==> src/rtl/cell_pos_reader_if.sv <==
// cell_pos_reader_if: cell memory read port plus particle stream bundle
interface cell_pos_reader_if #(
    parameter int DATA_WIDTH = 96,
    parameter int ADDR_WIDTH = 8
);
    logic [ADDR_WIDTH-1:0] mem_address;
    logic                  mem_rden;
    logic                  mem_wren;
    logic [DATA_WIDTH-1:0] mem_q;
    logic                  out_valid;
    logic                  out_ready;
    logic [DATA_WIDTH-1:0] out_data;
    logic [ADDR_WIDTH-1:0] out_index;
    logic                  out_last;

    modport master (
        output mem_address, mem_rden, mem_wren, out_valid, out_data, out_index, out_last,
        input  mem_q, out_ready
    );

    modport slave (
        input  mem_address, mem_rden, mem_wren, out_valid, out_data, out_index, out_last,
        output mem_q, out_ready
    );
endinterface

==> src/rtl/cell_pos_reader.sv <==
// cell_pos_reader: fetches a cell's particle count, then streams its positions with credit-based backpressure
module cell_pos_reader #(
    parameter int DATA_WIDTH   = 96,
    parameter int ADDR_WIDTH   = 8,
    parameter int PARTICLE_NUM = 220,
    parameter int FIFO_DEPTH   = 4
) (
    input  logic                  clk,
    input  logic                  rst_n,
    input  logic                  i_start,
    output logic                  o_busy,
    output logic                  o_done,
    output logic                  o_count_err,
    output logic [ADDR_WIDTH-1:0] o_particle_count,
    cell_pos_reader_if.master     bus
);
    localparam logic [2:0] S_IDLE     = 3'd0;
    localparam logic [2:0] S_RD_CNT   = 3'd1;
    localparam logic [2:0] S_WAIT_CNT = 3'd2;
    localparam logic [2:0] S_STREAM   = 3'd3;
    localparam logic [2:0] S_DRAIN    = 3'd4;
    localparam logic [2:0] S_DONE     = 3'd5;
    localparam logic [ADDR_WIDTH-1:0] CNT_MAX = ADDR_WIDTH'(PARTICLE_NUM - 1);

    logic [2:0]            r_state, w_state_nxt;
    logic [ADDR_WIDTH-1:0] r_count, r_addr, r_next, r_tag0, r_tag1;
    logic                  r_err, r_rden;
    logic [1:0]            r_inf;
    logic [1:0]            r_wp, r_rp;
    logic [2:0]            r_fcnt;
    logic [DATA_WIDTH-1:0] r_fd [FIFO_DEPTH];
    logic [ADDR_WIDTH-1:0] r_fi [FIFO_DEPTH];
    logic                  r_fl [FIFO_DEPTH];

    logic                  w_ret, w_push, w_valid, w_pop, w_over, w_credit, w_drained;
    logic                  w_accept, w_cnt_issue, w_str_issue, w_issue;
    logic [ADDR_WIDTH-1:0] w_raw, w_cnt, w_issue_addr;
    logic [3:0]            w_fill;

    // A read returns in the cycle its 2-stage inflight marker reaches the end; address 0 is the count, never a particle
    assign w_ret        = r_inf[1];
    assign w_push       = w_ret && (r_tag1 != '0);
    assign w_valid      = r_fcnt != 3'd0;
    assign w_pop        = w_valid && bus.out_ready;
    assign w_raw        = bus.mem_q[ADDR_WIDTH-1:0];
    assign w_over       = w_raw > CNT_MAX;
    assign w_cnt        = w_over ? CNT_MAX : w_raw;
    assign w_accept     = (r_state == S_IDLE) && i_start;
    // Every issued-but-unpopped read owns a FIFO slot; a same-cycle pop frees one early so full rate has no bubbles
    assign w_fill       = 4'(r_fcnt) + 4'(r_rden) + 4'(r_inf[0]) + 4'(r_inf[1]);
    assign w_credit     = w_fill < 4'(FIFO_DEPTH) + 4'(w_pop);
    assign w_cnt_issue  = (r_state == S_WAIT_CNT) && w_ret && (w_cnt != '0);
    assign w_str_issue  = (r_state == S_STREAM) && (r_next <= r_count) && w_credit;
    assign w_issue      = w_cnt_issue || w_str_issue;
    assign w_issue_addr = w_cnt_issue ? ADDR_WIDTH'(1) : r_next;
    assign w_drained    = !r_rden && (r_inf == 2'b00) && (r_fcnt == 3'(w_pop));

    assign o_busy           = r_state != S_IDLE;
    assign o_done           = r_state == S_DONE;
    assign o_count_err      = r_err;
    assign o_particle_count = r_count;
    assign bus.mem_address  = r_addr;
    assign bus.mem_rden     = r_rden;
    assign bus.mem_wren     = 1'b0;
    assign bus.out_valid    = w_valid;
    assign bus.out_data     = w_valid ? r_fd[r_rp] : '0;
    assign bus.out_index    = w_valid ? r_fi[r_rp] : '0;
    assign bus.out_last     = w_valid ? r_fl[r_rp] : 1'b0;

    // Run sequencing: count fetch, credit-limited streaming, drain, single-cycle done
    always_comb begin
        w_state_nxt = r_state;
        case (r_state)
            S_IDLE:     w_state_nxt = i_start ? S_RD_CNT : S_IDLE;
            S_RD_CNT:   w_state_nxt = S_WAIT_CNT;
            S_WAIT_CNT: w_state_nxt = !w_ret ? S_WAIT_CNT : (w_cnt == '0) ? S_DONE : S_STREAM;
            S_STREAM:   w_state_nxt = (r_next > r_count) ? S_DRAIN : S_STREAM;
            S_DRAIN:    w_state_nxt = w_drained ? S_DONE : S_DRAIN;
            S_DONE:     w_state_nxt = S_IDLE;
            default:    w_state_nxt = S_IDLE;
        endcase
    end

    // Control, read port, inflight tracking and FIFO bookkeeping; reset drops anything still returning
    always_ff @(posedge clk or negedge rst_n) begin
        if (!rst_n) begin
            r_state <= S_IDLE;
            r_count <= '0;
            r_err   <= 1'b0;
            r_addr  <= '0;
            r_rden  <= 1'b0;
            r_next  <= '0;
            r_inf   <= 2'b00;
            r_tag0  <= '0;
            r_tag1  <= '0;
            r_wp    <= 2'd0;
            r_rp    <= 2'd0;
            r_fcnt  <= 3'd0;
        end else begin
            r_state <= w_state_nxt;
            r_rden  <= w_accept || w_issue;
            r_addr  <= w_accept ? '0 : w_issue ? w_issue_addr : r_addr;
            r_next  <= w_issue ? w_issue_addr + ADDR_WIDTH'(1) : r_next;
            r_inf   <= {r_inf[0], r_rden};
            r_tag0  <= r_addr;
            r_tag1  <= r_tag0;
            r_count <= (r_state == S_WAIT_CNT && w_ret) ? w_cnt : r_count;
            r_err   <= w_accept ? 1'b0 : (r_state == S_WAIT_CNT && w_ret) ? w_over : r_err;
            r_wp    <= r_wp + 2'(w_push);
            r_rp    <= r_rp + 2'(w_pop);
            r_fcnt  <= r_fcnt + 3'(w_push) - 3'(w_pop);
        end
    end

    // FIFO storage needs no reset: outputs are gated by occupancy
    always_ff @(posedge clk) begin
        if (w_push) begin
            r_fd[r_wp] <= bus.mem_q;
            r_fi[r_wp] <= r_tag1;
            r_fl[r_wp] <= r_tag1 == r_count;
        end
    end
endmodule

==> src/flat_wrapper.sv <==
// flat-port wrapper written by rule: the top's interface ports become plain ports
module cell_pos_reader_flat 
#(
    parameter int DATA_WIDTH   = 96,
    parameter int ADDR_WIDTH   = 8,
    parameter int PARTICLE_NUM = 220,
    parameter int FIFO_DEPTH   = 4
)
  (clk, rst_n, i_start, o_busy, o_done, o_count_err, o_particle_count, bus_mem_address, bus_mem_rden, bus_mem_wren, bus_out_valid, bus_out_data, bus_out_index, bus_out_last, bus_mem_q, bus_out_ready);
  cell_pos_reader_if #(.DATA_WIDTH(DATA_WIDTH), .ADDR_WIDTH(ADDR_WIDTH)) bus_i ();
  input  logic clk;
  input  logic rst_n;
  input  logic i_start;
  output logic o_busy;
  output logic o_done;
  output logic o_count_err;
  output logic [ADDR_WIDTH-1:0] o_particle_count;
  output wire logic [$bits(bus_i.mem_address)-1:0] bus_mem_address;
  output wire logic [$bits(bus_i.mem_rden)-1:0] bus_mem_rden;
  output wire logic [$bits(bus_i.mem_wren)-1:0] bus_mem_wren;
  output wire logic [$bits(bus_i.out_valid)-1:0] bus_out_valid;
  output wire logic [$bits(bus_i.out_data)-1:0] bus_out_data;
  output wire logic [$bits(bus_i.out_index)-1:0] bus_out_index;
  output wire logic [$bits(bus_i.out_last)-1:0] bus_out_last;
  input wire logic [$bits(bus_i.mem_q)-1:0] bus_mem_q;
  input wire logic [$bits(bus_i.out_ready)-1:0] bus_out_ready;
  assign bus_mem_address = bus_i.mem_address;
  assign bus_mem_rden = bus_i.mem_rden;
  assign bus_mem_wren = bus_i.mem_wren;
  assign bus_out_valid = bus_i.out_valid;
  assign bus_out_data = bus_i.out_data;
  assign bus_out_index = bus_i.out_index;
  assign bus_out_last = bus_i.out_last;
  assign bus_i.mem_q = bus_mem_q;
  assign bus_i.out_ready = bus_out_ready;
  cell_pos_reader #(.DATA_WIDTH(DATA_WIDTH), .ADDR_WIDTH(ADDR_WIDTH), .PARTICLE_NUM(PARTICLE_NUM), .FIFO_DEPTH(FIFO_DEPTH)) u_core (.clk(clk), .rst_n(rst_n), .i_start(i_start), .o_busy(o_busy), .o_done(o_done), .o_count_err(o_count_err), .o_particle_count(o_particle_count), .bus(bus_i));
endmodule
==> config.mk <==
export PLATFORM = sky130hd
export DESIGN_NAME = cell_pos_reader_flat
export DESIGN_NICKNAME = d
export VERILOG_FILES = /design/src/rtl/cell_pos_reader_if.sv /design/src/rtl/cell_pos_reader.sv /design/src/flat_wrapper.sv
export SDC_FILE = /design/constraint.sdc
export NUM_CORES = 1
export LEC_CHECK = 0
export ABC_AREA = 1
export CAP_MARGIN = 5
export CORE_ASPECT_RATIO = 0.5
export CORE_UTILIZATION = 51
export CTS_BUF_LIST = sky130_fd_sc_hd__clkbuf_4 sky130_fd_sc_hd__clkbuf_8 sky130_fd_sc_hd__clkbuf_16
export CTS_CLUSTER_DIAMETER = 200
export DETAILED_ROUTE_END_ITERATION = 8
export DONT_BUFFER_PORTS = 1
export GPL_ROUTABILITY_DRIVEN = 0
export PLACE_DENSITY = 0.74
export SLEW_MARGIN = 5
export SYNTH_ARGS = -nofsm -noshare
export SYNTH_HDL_FRONTEND = slang
export SYNTH_SLANG_ARGS = --single-unit
export TNS_END_PERCENT = 50
==> constraint.sdc <==
create_clock -name clk -period 8.2 [get_ports clk]
set_input_delay 0.82 -clock clk [delete_from_list [all_inputs] [get_ports clk]]
set_output_delay 0.82 -clock clk [all_outputs]
set_load 0.005 [all_outputs]
==> summary.md <==
| Metric | Value |
|---|---|
| Setup TNS | `0 ns` |
| Commonest register cell after synthesis | `edfxtp_1` |
| Crit Reg-Reg Startpoint | `u_core.r_fcnt[1]` |
| R2r setup slk | `4.74 ns` |
| EDFF count, synth | `420` |
| Total track usage | `0.206` |
| CP endpoint kind | `output pin` |
| Power per Cell Area | `376 mW/mm²` |
| Yosys top cell area share | `0.674` |
| Clk_skew | `~0.021 ns` |
| TritonCTS clock tree | `done` |
| Max rail drop VDD | `~0.29 mV` |
| Row cnt | `49` |
| Ports | `227` |
| Grt ovf | `0` |
| Status | `complete, no violations` |
| Synth area leader | `edfxtp_1` |
| Rel. slew slack | `0.251` |
| Initial Util | `0.519` |
| FMAX | `0.246 GHz` |
| DR DRC count | `0` |
| Post CTS Setup Buffer Count | `0` |
| Leakage | `7.14 nW` |
| WS Path Type | `reg -> out` |
| Antenna diodes | `0` |
| CP Data Arrival Time | `3.24 ns` |
| Clock Latency Late Sink | `0.56 ns` |
| Area delta synth->final | `10.1%` |
| Slew Limit Fails | `0` |
| Port buffer count | `0` |
| Async S/R FF share, synth | `0.114` |
| Vias/cell | `5.54` |
| CTS H-tree depth | `2` |
| Final period util | `0.496` |
| DRT Wirelength | `39,900 µm` |
| Routed via count | `around 11,000` |
| Synth cell types | `36` |
| Mapped cell area | `between 0.015 and 0.02 mm²` |
| Dpl hpwl | `22,500 µm` |
| Final Hold Viols | `0` |
| # clock sinks | `474` |
| Global-route wire length before repair | `~60,000 µm` |
| Num CTS Buffers | `42` |
| Crit path time final | `4.06 ns` |
| Endpoints failing setup | `0` |
| ANT nets after route | `0` |
| Final net count | `1,615` |
| Synth Warn # | `0` |
| Worst Hold Class | `in -> async` |
| Initial antenna violation count | `1` |
| Max cap viols | `0` |
| First-pass DRT Iterations | `6` |
| Height of the die | `137 µm` |
| Layout cell share with drive strength beyond 1 | `0.0705` |
| Die Span X | `273 µm` |
| Core area | `0.0360 mm²` |
| Commonest non-fill, non-tap cell in the layout | `nor2_1` |
| Total power | `7.76 mW` |
| Synthesized Nets | `1,640` |
| Die area | `0.0375 mm²` |
| Hold slack | `0.114 ns` |
| R2R Path End | `u_core.r_fcnt[2]` |
| Fill cell count | `2,854` |
| Commonest non-fill, non-tap cells in the layout | `445 x nor2_1, 420 x edfxtp_1, 218 x o21ai_0` |
| RSZ-0062 raised after global routing | `no` |
| Register area share after synthesis | `0.746` |
| Max Buffers Root-to-Sink | `3` |
| Actual slew at the worst max-slew pin | `1.12 ns` |
| Vias in the first global route | `10,500` |
| Clk pin slew, worst setup/hold paths | `~0.07 ns` |
| Flops & latches, synth | `approximately 470` |
| Clock Tree Root | `clkbuf_16` |
| Largest net degree at the start of global routing | `around 130` |
| Critical path launch point type | `flop` |
| Crit path required time | `7.38 ns` |
| Post-DR wirelength/cell | `19.8 µm` |
| Critical Path Fanout Max | `127` |
| Cell count after synthesis | `~1,500` |
| Initial drt markers | `a little over 1,000` |
| Avg Inst Size Synth | `about 12 µm²` |
| Register-to-Register Path Depth | `12` |
| Cells taking the most area after synthesis | `edfxtp_1 67%, nor2_1 9.0%, dfrtp_1 7.2%` |
synth_stat cells, types with 8 or more instances:
master,instances
a21oi_1,112
buf_1,14
clkbuf_1,62
dfrtp_1,54
edfxtp_1,420
ha_1,15
inv_1,37
nand2_1,59
nand3_1,14
nor2_1,449
o21ai_0,218
o21ai_1,8
xnor2_1,9
per-layer routing:
layer / GRT usage / vias to the layer above / wire length [µm]
met4: 0.0743 / 2 / 1090
met1: 0.256 / 5494 / 16100
met2: 0.365 / 310 / 20700
met3: 0.0383 / 78 / 1980
li1: - / 5281 / -
met5: 0 / - / 13
flip-flops by register name, summed over array words and instances (netlist names), 3 cells and up:
register and count:
u_core.r_fd 384, u_core.r_fi 32, u_core.bus.mem_address 8, u_core.o_particle_count 8, u_core.r_next 8, u_core.r_tag0 8
u_core.r_tag1 8, u_core.r_fl 4, u_core.r_fcnt 3, u_core.r_state 3
critical path, cell delays in order (launching register included):
cell	delay, ns
dfrtp_4	0.57
inv_4	0.80
buf_4	0.73
o21ai_0	0.24
a21oi_1	0.29
where the power goes:
| group | leakage, nW | switching [mW] | internal, mW | total, mW |
|---|---|---|---|---|
| clock network | 0.706 | 0.880 | 1.17 | 2.05 |
| registers | 4.51 | 0.231 | 3.12 | 3.35 |
| logic | 1.93 | 1.69 | 0.662 | 2.36 |
| total | 7.14 | 2.81 | 4.95 | 7.76 |
final cells by class:
cell class | instances | area, µm² | area share
Timing Repair Buffer | 15 | 133 | 0.00644
Multi-Input combinational cell | 919 | 4270 | 0.207
Sequential cell | 474 | 14000 | 0.678
Clock buffer | 52 | 1150 | 0.0558
Clock inverter | 26 | 299 | 0.0145
Inverter | 45 | 176 | 0.00856
Tap cell | 484 | 606 | 0.0294
what timing repair did:
action / 4_1_cts / 5_1_grt
endpoints found under the hold margin: 54 / 0
resized for setup: 0 / 0
hold buffers: 1 / 0
metrics by stage:
stage          cells  instance area (µm²)  setup slack, ns  utilization
2_1_floorplan   1522                18700             2.44            -
3_3_place_gp    1936                19100             4.77        0.531
5_1_grt         2015                20600             3.93        0.572
3_5_place_dp    1936                19100             4.74        0.531
4_1_cts         2015                20600             4.12        0.572
6_report        2015                20600             4.14        0.572
cell families (layout without fill, tap and decap cells):
kind of cell / Yosys count / in the layout / share of synthesized area
simple gates: 542 / 542 / 0.113
flops: 474 / 474 / 0.746
compound gates: 344 / 344 / 0.0934
buf+inv: 129 / 138 / 0.0270
fa+ha+maj: 18 / 18 / 0.0132
xor+xnor: 14 / 14 / 0.00655
other cells: 1 / 1 / 0.000200
how the worst max path moves through the flow:
stage,startpoint,slack [ns],end,cells past startpoint
2_1_floorplan,u_core.r_tag1[1],2.44,u_core.r_fd[0][0],4
3_3_place_gp,u_core.r_fcnt[1],4.77,u_core.r_fcnt[2],12
3_5_place_dp,u_core.r_rp[0],4.74,bus_out_data[43],4
4_1_cts,u_core.r_rp[0],4.12,bus_out_data[80],4
5_1_grt,u_core.r_rp[0],3.93,bus_out_data[32],4
6_report,u_core.r_rp[0],4.14,bus_out_data[80],4
No activity file was read; power rests on OpenSTA's default activity.
